--- src/rtl/motor_drive_sequencer.sv ---
// H-bridge sequencer: all-off dead-time on direction change, stepped duty soft-start,
// PWM gating of the bridge and a latched over-current shutdown.
//
// state | meaning
// IDLE  | bridge off, waiting for a valid direction request
// DEAD  | bridge off, dead-time running before the new direction is applied
// RAMP  | direction applied, duty stepping up towards the request
// RUN   | direction applied, duty tracking the request
// FAULT | over-current latched, bridge off until comparators are clear and stop is requested
module motor_drive_sequencer #(
    parameter int PWM_BITS    = 8,
    parameter int DEAD_CYCLES = 1000,
    parameter int START_DUTY  = 64,
    parameter int RAMP_STEP   = 16,
    parameter int RAMP_DIV    = 4096
) (
    input  logic                clock,
    input  logic                reset,
    input  logic [3:0]          req_dir,
    input  logic [PWM_BITS-1:0] req_duty,
    input  logic                compA,
    input  logic                compB,
    output logic                JA1,
    output logic                JA2,
    output logic                JA3,
    output logic                JA4,
    output logic [3:0]          active_dir,
    output logic [PWM_BITS-1:0] duty_cur,
    output logic                fault,
    output logic [2:0]          state
);
    localparam int DW = $clog2(DEAD_CYCLES + 1);
    localparam int RW = $clog2(RAMP_DIV + 1);
    localparam logic [DW-1:0]       DEAD_LAST = DW'(DEAD_CYCLES - 1);
    localparam logic [RW-1:0]       RAMP_LAST = RW'(RAMP_DIV - 1);
    localparam logic [PWM_BITS-1:0] START_V   = PWM_BITS'(START_DUTY);
    localparam logic [PWM_BITS:0]   STEP_V    = (PWM_BITS + 1)'(RAMP_STEP);

    typedef enum logic [2:0] {
        S_IDLE  = 3'd0,
        S_DEAD  = 3'd1,
        S_RAMP  = 3'd2,
        S_RUN   = 3'd3,
        S_FAULT = 3'd4
    } state_t;

    state_t              state_q, state_d;
    logic [3:0]          tgt_q, tgt_d;
    logic [3:0]          act_q, act_d;
    logic [PWM_BITS-1:0] duty_q, duty_d;
    logic                fault_q, fault_d;
    logic [DW-1:0]       dead_q, dead_d;
    logic [RW-1:0]       ramp_q, ramp_d;
    logic [PWM_BITS-1:0] pwm_q;
    logic [PWM_BITS:0]   ramp_sum;
    logic                req_move;
    logic                pwm_on;

    assign req_move = (req_dir == 4'b1001) || (req_dir == 4'b0110) ||
                      (req_dir == 4'b0101) || (req_dir == 4'b1010);

    always_ff @(posedge clock) begin
        if (!reset) begin
            state_q <= S_IDLE;
            tgt_q   <= '0;
            act_q   <= '0;
            duty_q  <= '0;
            fault_q <= 1'b0;
            dead_q  <= '0;
            ramp_q  <= '0;
            pwm_q   <= '0;
        end else begin
            state_q <= state_d;
            tgt_q   <= tgt_d;
            act_q   <= act_d;
            duty_q  <= duty_d;
            fault_q <= fault_d;
            dead_q  <= dead_d;
            ramp_q  <= ramp_d;
            pwm_q   <= pwm_q + 1'b1;
        end
    end

    always_comb begin
        state_d  = state_q;
        tgt_d    = tgt_q;
        act_d    = act_q;
        duty_d   = duty_q;
        fault_d  = fault_q;
        dead_d   = dead_q;
        ramp_d   = ramp_q;
        // one extra bit so the step never wraps past full scale
        ramp_sum = {1'b0, duty_q} + STEP_V;
        if (!compA || !compB) begin
            state_d = S_FAULT;
            act_d   = '0;
            duty_d  = '0;
            fault_d = 1'b1;
        end else if (state_q == S_FAULT) begin
            if (!req_move) begin
                state_d = S_IDLE;
                fault_d = 1'b0;
            end
        end else if (!req_move) begin
            state_d = S_IDLE;
            act_d   = '0;
            duty_d  = '0;
        end else if (state_q == S_IDLE || req_dir != tgt_q) begin
            state_d = S_DEAD;
            tgt_d   = req_dir;
            act_d   = '0;
            duty_d  = '0;
            dead_d  = '0;
        end else begin
            case (state_q)
                S_DEAD: begin
                    if (dead_q == DEAD_LAST) begin
                        state_d = S_RAMP;
                        act_d   = tgt_q;
                        duty_d  = (START_V < req_duty) ? START_V : req_duty;
                        ramp_d  = '0;
                    end else begin
                        dead_d = dead_q + 1'b1;
                    end
                end
                S_RAMP: begin
                    if (req_duty < duty_q) begin
                        duty_d = req_duty;
                    end else if (req_duty == duty_q) begin
                        state_d = S_RUN;
                    end else if (ramp_q == RAMP_LAST) begin
                        ramp_d = '0;
                        duty_d = (ramp_sum > {1'b0, req_duty}) ? req_duty : ramp_sum[PWM_BITS-1:0];
                    end else begin
                        ramp_d = ramp_q + 1'b1;
                    end
                end
                S_RUN: begin
                    if (req_duty < duty_q) begin
                        duty_d = req_duty;
                    end else if (req_duty > duty_q) begin
                        state_d = S_RAMP;
                        ramp_d  = '0;
                    end
                end
                default: state_d = S_IDLE;
            endcase
        end
    end

    always_comb begin
        pwm_on = (pwm_q < duty_q);
        JA1    = act_q[0] & pwm_on;
        JA2    = act_q[1] & pwm_on;
        JA3    = act_q[2] & pwm_on;
        JA4    = act_q[3] & pwm_on;
    end

    assign active_dir = act_q;
    assign duty_cur   = duty_q;
    assign fault      = fault_q;
    assign state      = state_q;

endmodule

--- config.mk ---
export PLATFORM = sky130hd
export DESIGN_NAME = motor_drive_sequencer
export DESIGN_NICKNAME = d
export VERILOG_FILES = /design/src/rtl/motor_drive_sequencer.sv
export SDC_FILE = /design/constraint.sdc
export NUM_CORES = 1
export LEC_CHECK = 0
export ABC_AREA = 1
export CELL_PAD_IN_SITES_DETAIL_PLACEMENT = 0
export CELL_PAD_IN_SITES_GLOBAL_PLACEMENT = 2
export CORE_MARGIN = 2
export CORE_UTILIZATION = 34
export DETAILED_ROUTE_END_ITERATION = 10
export PLACE_DENSITY_LB_ADDON = 0.1
export SLEW_MARGIN = 10
export SYNTH_ARGS = -nofsm -noshare
export SYNTH_HDL_FRONTEND = slang
export SYNTH_SLANG_ARGS = --single-unit
--- constraint.sdc ---
create_clock -name clock -period 4.6 [get_ports clock]
set_clock_uncertainty 0.1 [all_clocks]
set_input_delay 1.15 -clock clock [delete_from_list [all_inputs] [get_ports clock]]
set_output_delay 1.15 -clock clock [all_outputs]
set_load 0.01 [all_outputs]
==> summary.md, run 1 <==
| Metric | Value |
|---|---|
| Gr usage total | `0.164` |
| Hold Crit Depth | `2` |
| Die width | `105 µm` |
| Critical path capture point type | `output port` |
| DRC violation total after the first TritonRoute iteration | `134` |
| Via Count | `3413` |
| Die Ht | `105 µm` |
| Final core utilization | `0.415` |
| Reg2Reg Depth | `14` |
| Initial antenna violation count | `0` |
| Vias in the first global route | `3199` |
| Setup TNS | `0 ns` |
| # rows | `36` |
| Gate Count Post-Synth | `537` |
| R2r startpoint | `duty_cur[4]$_SDFFE_PP0P_` |
| Slew Limit Fails | `0` |
| Port bufs | `35` |
| Power Dens Cells | `210 nW/µm²` |
| Setup WS pre-CTS | `0.592 ns` |
| Commonest cells post-synth | `nand2_1 (122), inv_1 (87), nor2_1 (57), dfxtp_1 (51), nand3_1 (45)` |
| R2R Setup Slk | `1.86 ns` |
| Register bit count reported by yosys | `51` |
| Clk_lat worst skew | `0.31 ns` |
| Final net count | `618` |
| I/O pins | `36` |
| Largest area contributor in the netlist | `dfxtp_1` |
| Yosys synthesis warning count | `0` |
| Final period utilization | `0.813` |
| Actual slew at the worst max-slew pin | `0.604 ns` |
| WL/cell | `12.5 µm` |
| Reg clk slew, reported paths | `0.10 ns` |
| Post-synthesis sequential area ratio | `0.294` |
| Net Count, Synth | `580` |
| F_max | `267 MHz` |
| P_leak | `1.74 nW` |
| First drt pass iteration count | `5` |
| Layout Cells excl Fill | `709` |
| Core footprint | `9820 µm²` |
| Syn avg cell area | `6.46 µm²` |
| Unrepaired setup endpoints after global routing | `no` |
| Setup violators final | `0` |
| Int Power | `0.000616 W` |
| # DRC | `0` |
| Combinational fraction of design power | `0.136` |
| Worst VDD drop | `0.130 mV` |
| Placed Cells | `701` |
| Worst EP arrival | `2.49 ns` |
| Post-synth design cell area | `3470 µm²` |
| Min cycle time layout | `3.74 ns` |
| TritonCTS buffer count | `5` |
| CTS tree | `done` |
| Post-CTS sizing | `0` |
| Worst setup margin | `0.859 ns` |
| Reg area | `1020 µm²` |
| Routed Antenna Nets | `0` |
| Most frequent cell after synthesis | `nand2_1` |
| Worst Setup Path Type | `reg -> out` |
| P&R area growth vs syn | `17.3%` |
| RD Place Congestion | `0.860` |
| Largest net degree at the start of global routing | `17` |
| CP Launch Point | `duty_cur[1]$_SDFFE_PP0P_` |
| Prevailing post-synth register cell | `dfxtp_1` |
| NetSw | `0.000238 W` |
| Yosys cell types | `38` |
| Number of diodes | `0` |
| Fillers | `1086` |
| Routed vias/inst | `4.81` |
| Reg power frac | `0.531` |
| WP data required | `3.35 ns` |
| Final Hold Fails | `0` |
| Detailed placement HPWL | `7.00 mm` |
| CTS sink cnt | `51` |
| Clock power share | `0.333` |
| Status | `complete, no violations` |
| Post-synth ARST share | `0` |
| Layout cell share with drive strength beyond 1 | `0.0521` |
| Crit Path Max Fanout | `4` |
| FF-to-FF End | `ramp_q[6]$_SDFFE_PN0P_` |
| Largest cells by area after synthesis | `dfxtp_1 (29%), nand2_1 (13%), ha_1 (9.7%), inv_1 (9.4%), nand3_1 (6.5%)` |
| Switching share of power | `0.279` |
| Crit path to | `JA1` |
| Overflow after GRT | `0` |
| Hold_buf cts | `0` |
| Post-CTS setup buffers | `0` |
| Initial Util | `0.353` |
| Post-synth top area share | `0.294` |
| Worst Hold Class | `reg -> reg` |
| CTS Root Cell | `clkbuf_8` |
| H-Tree Depth | `2` |
| Multi-input logic area | `2080 µm²` |
| Routed wire length | `8.90 mm` |
| Slew headroom | `0.596` |
| First-pass GRT wire length | `14.9 mm` |
| Critical path startpoint category | `register` |
| Post-synth EDFFs | `0` |
| Die Area | `11000 µm²` |
| CTS max path bufs | `2` |
| Max_cap viols | `0` |
critical path, cell delays in order, from the launching register on:
cell and delay [ns]:
dfxtp_1 0.41, inv_1 0.10, ha_1 0.29, o21a_1 0.11
o211ai_1 0.15, nand2_1 0.08, nand4_1 0.07, o211ai_1 0.25
nor2_1 0.18, clkdlybuf4s50_1 0.55
layout by cell type (no fill, tap or decap), types with 2 or more instances in the layout:
| cell type | count |
|---|---|
| nor3_1 | 18 |
| or2_2 | 2 |
| a21oi_1 | 43 |
| nand3_2 | 2 |
| clkdlybuf4s50_1 | 35 |
| o21bai_1 | 2 |
| xor2_1 | 4 |
| nand2_1 | 122 |
| a31oi_1 | 2 |
| ha_1 | 27 |
| nand3_1 | 45 |
| nor2_2 | 3 |
| nand4_1 | 11 |
| nand2_2 | 4 |
| nor2_1 | 57 |
| xnor2_1 | 2 |
| a211oi_1 | 7 |
| clkbuf_8 | 6 |
| dfxtp_1 | 51 |
| o21ai_0 | 16 |
| o21ai_1 | 4 |
| inv_1 | 87 |
| o21a_1 | 4 |
| o211ai_1 | 2 |
| inv_2 | 4 |
| buf_4 | 2 |
power groups by stage:
stage	combinational (W)	sequential, W	clock, W
global placement	0.000116	0.000464	0
CTS	0.000116	0.000454	0.000297
finish	0.000116	0.000453	0.000284
detailed placement	0.000116	0.000464	0
global route	0.000131	0.000455	0.000314
floorplan	0.0000724	0.000463	0
flip-flops by register name (all words and copies together) (netlist names):
name,flops
fault,1
duty_cur,8
pwm_q,8
tgt_q,4
state,3
dead_q,10
ramp_q,13
active_dir,4
final cells by class:
class                      instances  area share
multi-input combinational        389       0.511
sequential                        51       0.251
timing repair buffer              37      0.0898
inverter                          91      0.0839
tap                              133      0.0409
clock buffer                       6      0.0203
clock inverter                     2     0.00338
cells by family (layout without fill, tap and decap cells):
| kind of cell | Yosys count | in the layout | synth area share |
|---|---|---|---|
| flip-flops | 51 | 51 | 0.294 |
| AO/OA/AOI/OAI | 85 | 85 | 0.138 |
| adder cells (fa/ha/maj) | 27 | 27 | 0.0974 |
| buffers and inverters | 97 | 136 | 0.106 |
| XOR/XNOR | 6 | 6 | 0.0151 |
| AND/OR/NAND/NOR | 271 | 271 | 0.349 |
per-layer routing:
layer | vias to the layer above | routed length, µm | part of all wire | global-route usage
li1 | 1817 | - | - | -
met1 | 1524 | 4480 | 0.50 | 0.230
met2 | 63 | 4010 | 0.45 | 0.269
met3 | 9 | 315 | 0.035 | 0.0231
met4 | 0 | 93 | 0.010 | 0.0352
met5 | - | 0 | 0 | 0
how the worst min path moves through the flow:
stage,slack [ns],from,to
2_1_floorplan,0.32,ramp_q[12]$_SDFFE_PN0P_,ramp_q[12]$_SDFFE_PN0P_
3_3_place_gp,0.34,ramp_q[12]$_SDFFE_PN0P_,ramp_q[12]$_SDFFE_PN0P_
3_5_place_dp,0.34,ramp_q[12]$_SDFFE_PN0P_,ramp_q[12]$_SDFFE_PN0P_
4_1_cts,0.36,ramp_q[12]$_SDFFE_PN0P_,ramp_q[12]$_SDFFE_PN0P_
5_1_grt,0.39,ramp_q[12]$_SDFFE_PN0P_,ramp_q[12]$_SDFFE_PN0P_
6_report,0.36,ramp_q[12]$_SDFFE_PN0P_,ramp_q[12]$_SDFFE_PN0P_
metrics by stage:
step | hold WS (ns) | power [W] | area, µm²
after global routing | 0.391 | 0.000899 | 4070
final | 0.356 | 0.000854 | 4070
after floorplan | 0.323 | 0.000536 | 3470
after CTS | 0.360 | 0.000867 | 4070
after global placement | 0.336 | 0.000580 | 3970
after detailed placement | 0.344 | 0.000579 | 3970
(Power assumes the default switching activity.)
==> inputs of run 2 (changes only) <==
Settings changed: CORE_UTILIZATION 34 to 31.
Clock period 4.6 ns to 3.7 ns, I/O delays scaled along.
==> run 2 against run 1 <==
Core utilization fell by 3.6 points. First-iteration DRC count rose by 4.5%. Critical path type unchanged. Worst setup slack got worse by 0.58 ns. Routed wire length rose by 2.2%. Final area rose by 1.2%. Highest routed layer unchanged. Worst hold slack improved by 0.0032 ns. Count of clock-buffer cells in the layout did not move. Clock power rose by 42%.
==> summary.md, run 2 (synthesis results as in run 1) <==
| Metric | Value |
|---|---|
| # DRC | `0` |
| R2r startpoint | `state[2]$_SDFFE_PN0P_` |
| Worst Setup Path Type | `reg -> out` |
| CP max stage delay | `0.56 ns` |
| Slowest-stage cell, CP | `clkdlybuf4s50_1` |
| F_max | `292 MHz` |
| RD Place Congestion | `0.788` |
| Final period utilization | `0.926` |
| Flip-flop count of the largest register after layout | `13` |
| Port bufs | `35` |
| Reg2Reg Depth | `13` |
| CTS max path bufs | `2` |
| CP Launch Point | `duty_cur[1]$_SDFFE_PP0P_` |
| Overflow after GRT | `0` |
| Cell Chain, Critical Path | `inv_1, ha_1, o21a_1, o211ai_1, nand2_1, nand4_1, o211ai_1, nor2_1, clkdlybuf4s50_1` |
| Routed wire length | `9.09 mm` |
| Final core utilization | `0.378` |
| Final net count | `621` |
| I/O pins | `36` |
| Via Count | `3380` |
| Hold_buf cts | `0` |
| Status | `complete, no violations` |
| # rows | `38` |
| Layout cell share with drive strength beyond 1 | `0.0570` |
| Worst VDD drop | `0.198 mV` |
| Regs by FF count | `ramp_q x13, dead_q x10` |
| Largest net degree at the start of global routing | `17` |
| Total power | `0.00111 W` |
| P_leak | `1.76 nW` |
| Multi-input logic area | `2080 µm²` |
| Max_cap viols | `0` |
| P&R area growth vs syn | `18.7%` |
| Detailed placement HPWL | `7.37 mm` |
| Routed vias/inst | `4.70` |
| Setup violators final | `0` |
| Post-CTS setup buffers | `0` |
| Slew Limit Fails | `0` |
| Crit path top cell by count | `o211ai_1` |
| CTS Root Cell | `clkbuf_8` |
| Worst Hold Class | `reg -> reg` |
| Most frequent cells in the layout | `nand2_1 (122), inv_1 (87), nor2_1 (57)` |
| Gr usage total | `0.162` |
| CTS tree | `done` |
| Critical path startpoint category | `register` |
| Slew headroom | `0.595` |
| TritonCTS buffer count | `5` |
| First-pass GRT wire length | `15.3 mm` |
| Die Area | `12100 µm²` |
| Unrepaired setup endpoints after global routing | `no` |
| Worst EP arrival | `2.40 ns` |
| WP data required | `2.67 ns` |
| DRC violation total after the first TritonRoute iteration | `140` |
| Routed Antenna Nets | `0` |
| Die width | `110 µm` |
| Hold Crit Depth | `2` |
| Initial Util | `0.319` |
| WL/cell | `12.6 µm` |
| Setup TNS | `0 ns` |
| Core footprint | `10900 µm²` |
| Fillers | `1220` |
| H-Tree Depth | `2` |
| FF-to-FF End | `duty_cur[3]$_SDFFE_PP0P_` |
| R2R Setup Slk | `1.27 ns` |
| First drt pass iteration count | `4` |
| Die Ht | `110 µm` |
| Reg clk slew, reported paths | `0.10 ns` |
| Final Hold Fails | `0` |
| CTS sink cnt | `51` |
| Number of diodes | `0` |
| Vias in the first global route | `3215` |
| Power Dens Cells | `270 nW/µm²` |
| Clk_lat worst skew | `0.32 ns` |
| Commonest non-fill, non-tap cell in the layout | `nand2_1` |
| Crit Path Max Fanout | `4` |
| Initial antenna violation count | `0` |
| Min cycle time layout | `3.42 ns` |
| Biggest register | `ramp_q` |
| Critical path capture point type | `output port` |
| Reg area | `1020 µm²` |
| Crit path to | `JA1` |
| Actual slew at the worst max-slew pin | `0.607 ns` |
## run 2: cell count changes in the layout (fill, tap and decap cells not counted)
cell and change:
buf_4 +3, bufinv_16 +1, clkbuf_8 -1, dfxtp_2 +1
dfxtp_1 -1, clkbuf_1 +1, clkinv_2 -1
## run 2: worst min path at each step
| stage | to | startpoint | slack [ns] |
|---|---|---|---|
| 2_1_floorplan | ramp_q[12]$_SDFFE_PN0P_ | ramp_q[12]$_SDFFE_PN0P_ | 0.32 |
| 3_3_place_gp | ramp_q[12]$_SDFFE_PN0P_ | ramp_q[12]$_SDFFE_PN0P_ | 0.34 |
| 3_5_place_dp | ramp_q[12]$_SDFFE_PN0P_ | ramp_q[12]$_SDFFE_PN0P_ | 0.35 |
| 4_1_cts | ramp_q[12]$_SDFFE_PN0P_ | ramp_q[12]$_SDFFE_PN0P_ | 0.36 |
| 5_1_grt | ramp_q[12]$_SDFFE_PN0P_ | ramp_q[12]$_SDFFE_PN0P_ | 0.40 |
| 6_report | ramp_q[12]$_SDFFE_PN0P_ | ramp_q[12]$_SDFFE_PN0P_ | 0.36 |
## run 2: stage by stage
step	setup slack, ns	instance area, µm²	hold WS (ns)	std cells
finish	0.275	4120	0.359	719
global route	0.0515	4120	0.399	719
global placement	0.244	4010	0.340	711
CTS	0.168	4120	0.364	719
detailed placement	0.187	4010	0.347	711
floorplan	1.08	3470	0.323	537
## run 2: timing repair
item	CTS	global route
resized for setup	0	1
endpoints found under the setup margin	0	1
hold endpoints to repair	0	0
## run 2: area by class of cell
cell class	instances	area share
Clock buffer	6	0.0176
Clock inverter	2	0.00942
Inverter	91	0.0830
Multi-Input combinational cell	389	0.505
Sequential cell	51	0.248
Tap cell	140	0.0425
Timing Repair Buffer	40	0.0942
## run 2: worst max-delay path, delay by kind of cell (launching register included)
kind | cells | cell delay, ns
buf+inv | 2 | 0.63
compound gates | 3 | 0.49
flops | 1 | 0.37
simple gates | 3 | 0.31
fa+ha+maj | 1 | 0.29
## run 2: where the power goes
part / switching (W) / leakage [nW] / internal (W)
Sequential: 0.00000755 / 0.413 / 0.000556
Clock: 0.000199 / 0.0558 / 0.000205
Combinational: 0.0000883 / 1.29 / 0.0000566
## run 2: metal layers
| layer | share of wire | routed length [µm] | GRT usage | up-vias |
|---|---|---|---|---|
| met5 | 0 | 0 | 0 | - |
| met4 | 0.0097 | 88 | 0.0380 | 0 |
| met3 | 0.029 | 261 | 0.0279 | 8 |
| met2 | 0.46 | 4150 | 0.271 | 34 |
| met1 | 0.50 | 4590 | 0.217 | 1515 |
| li1 | - | - | - | 1823 |
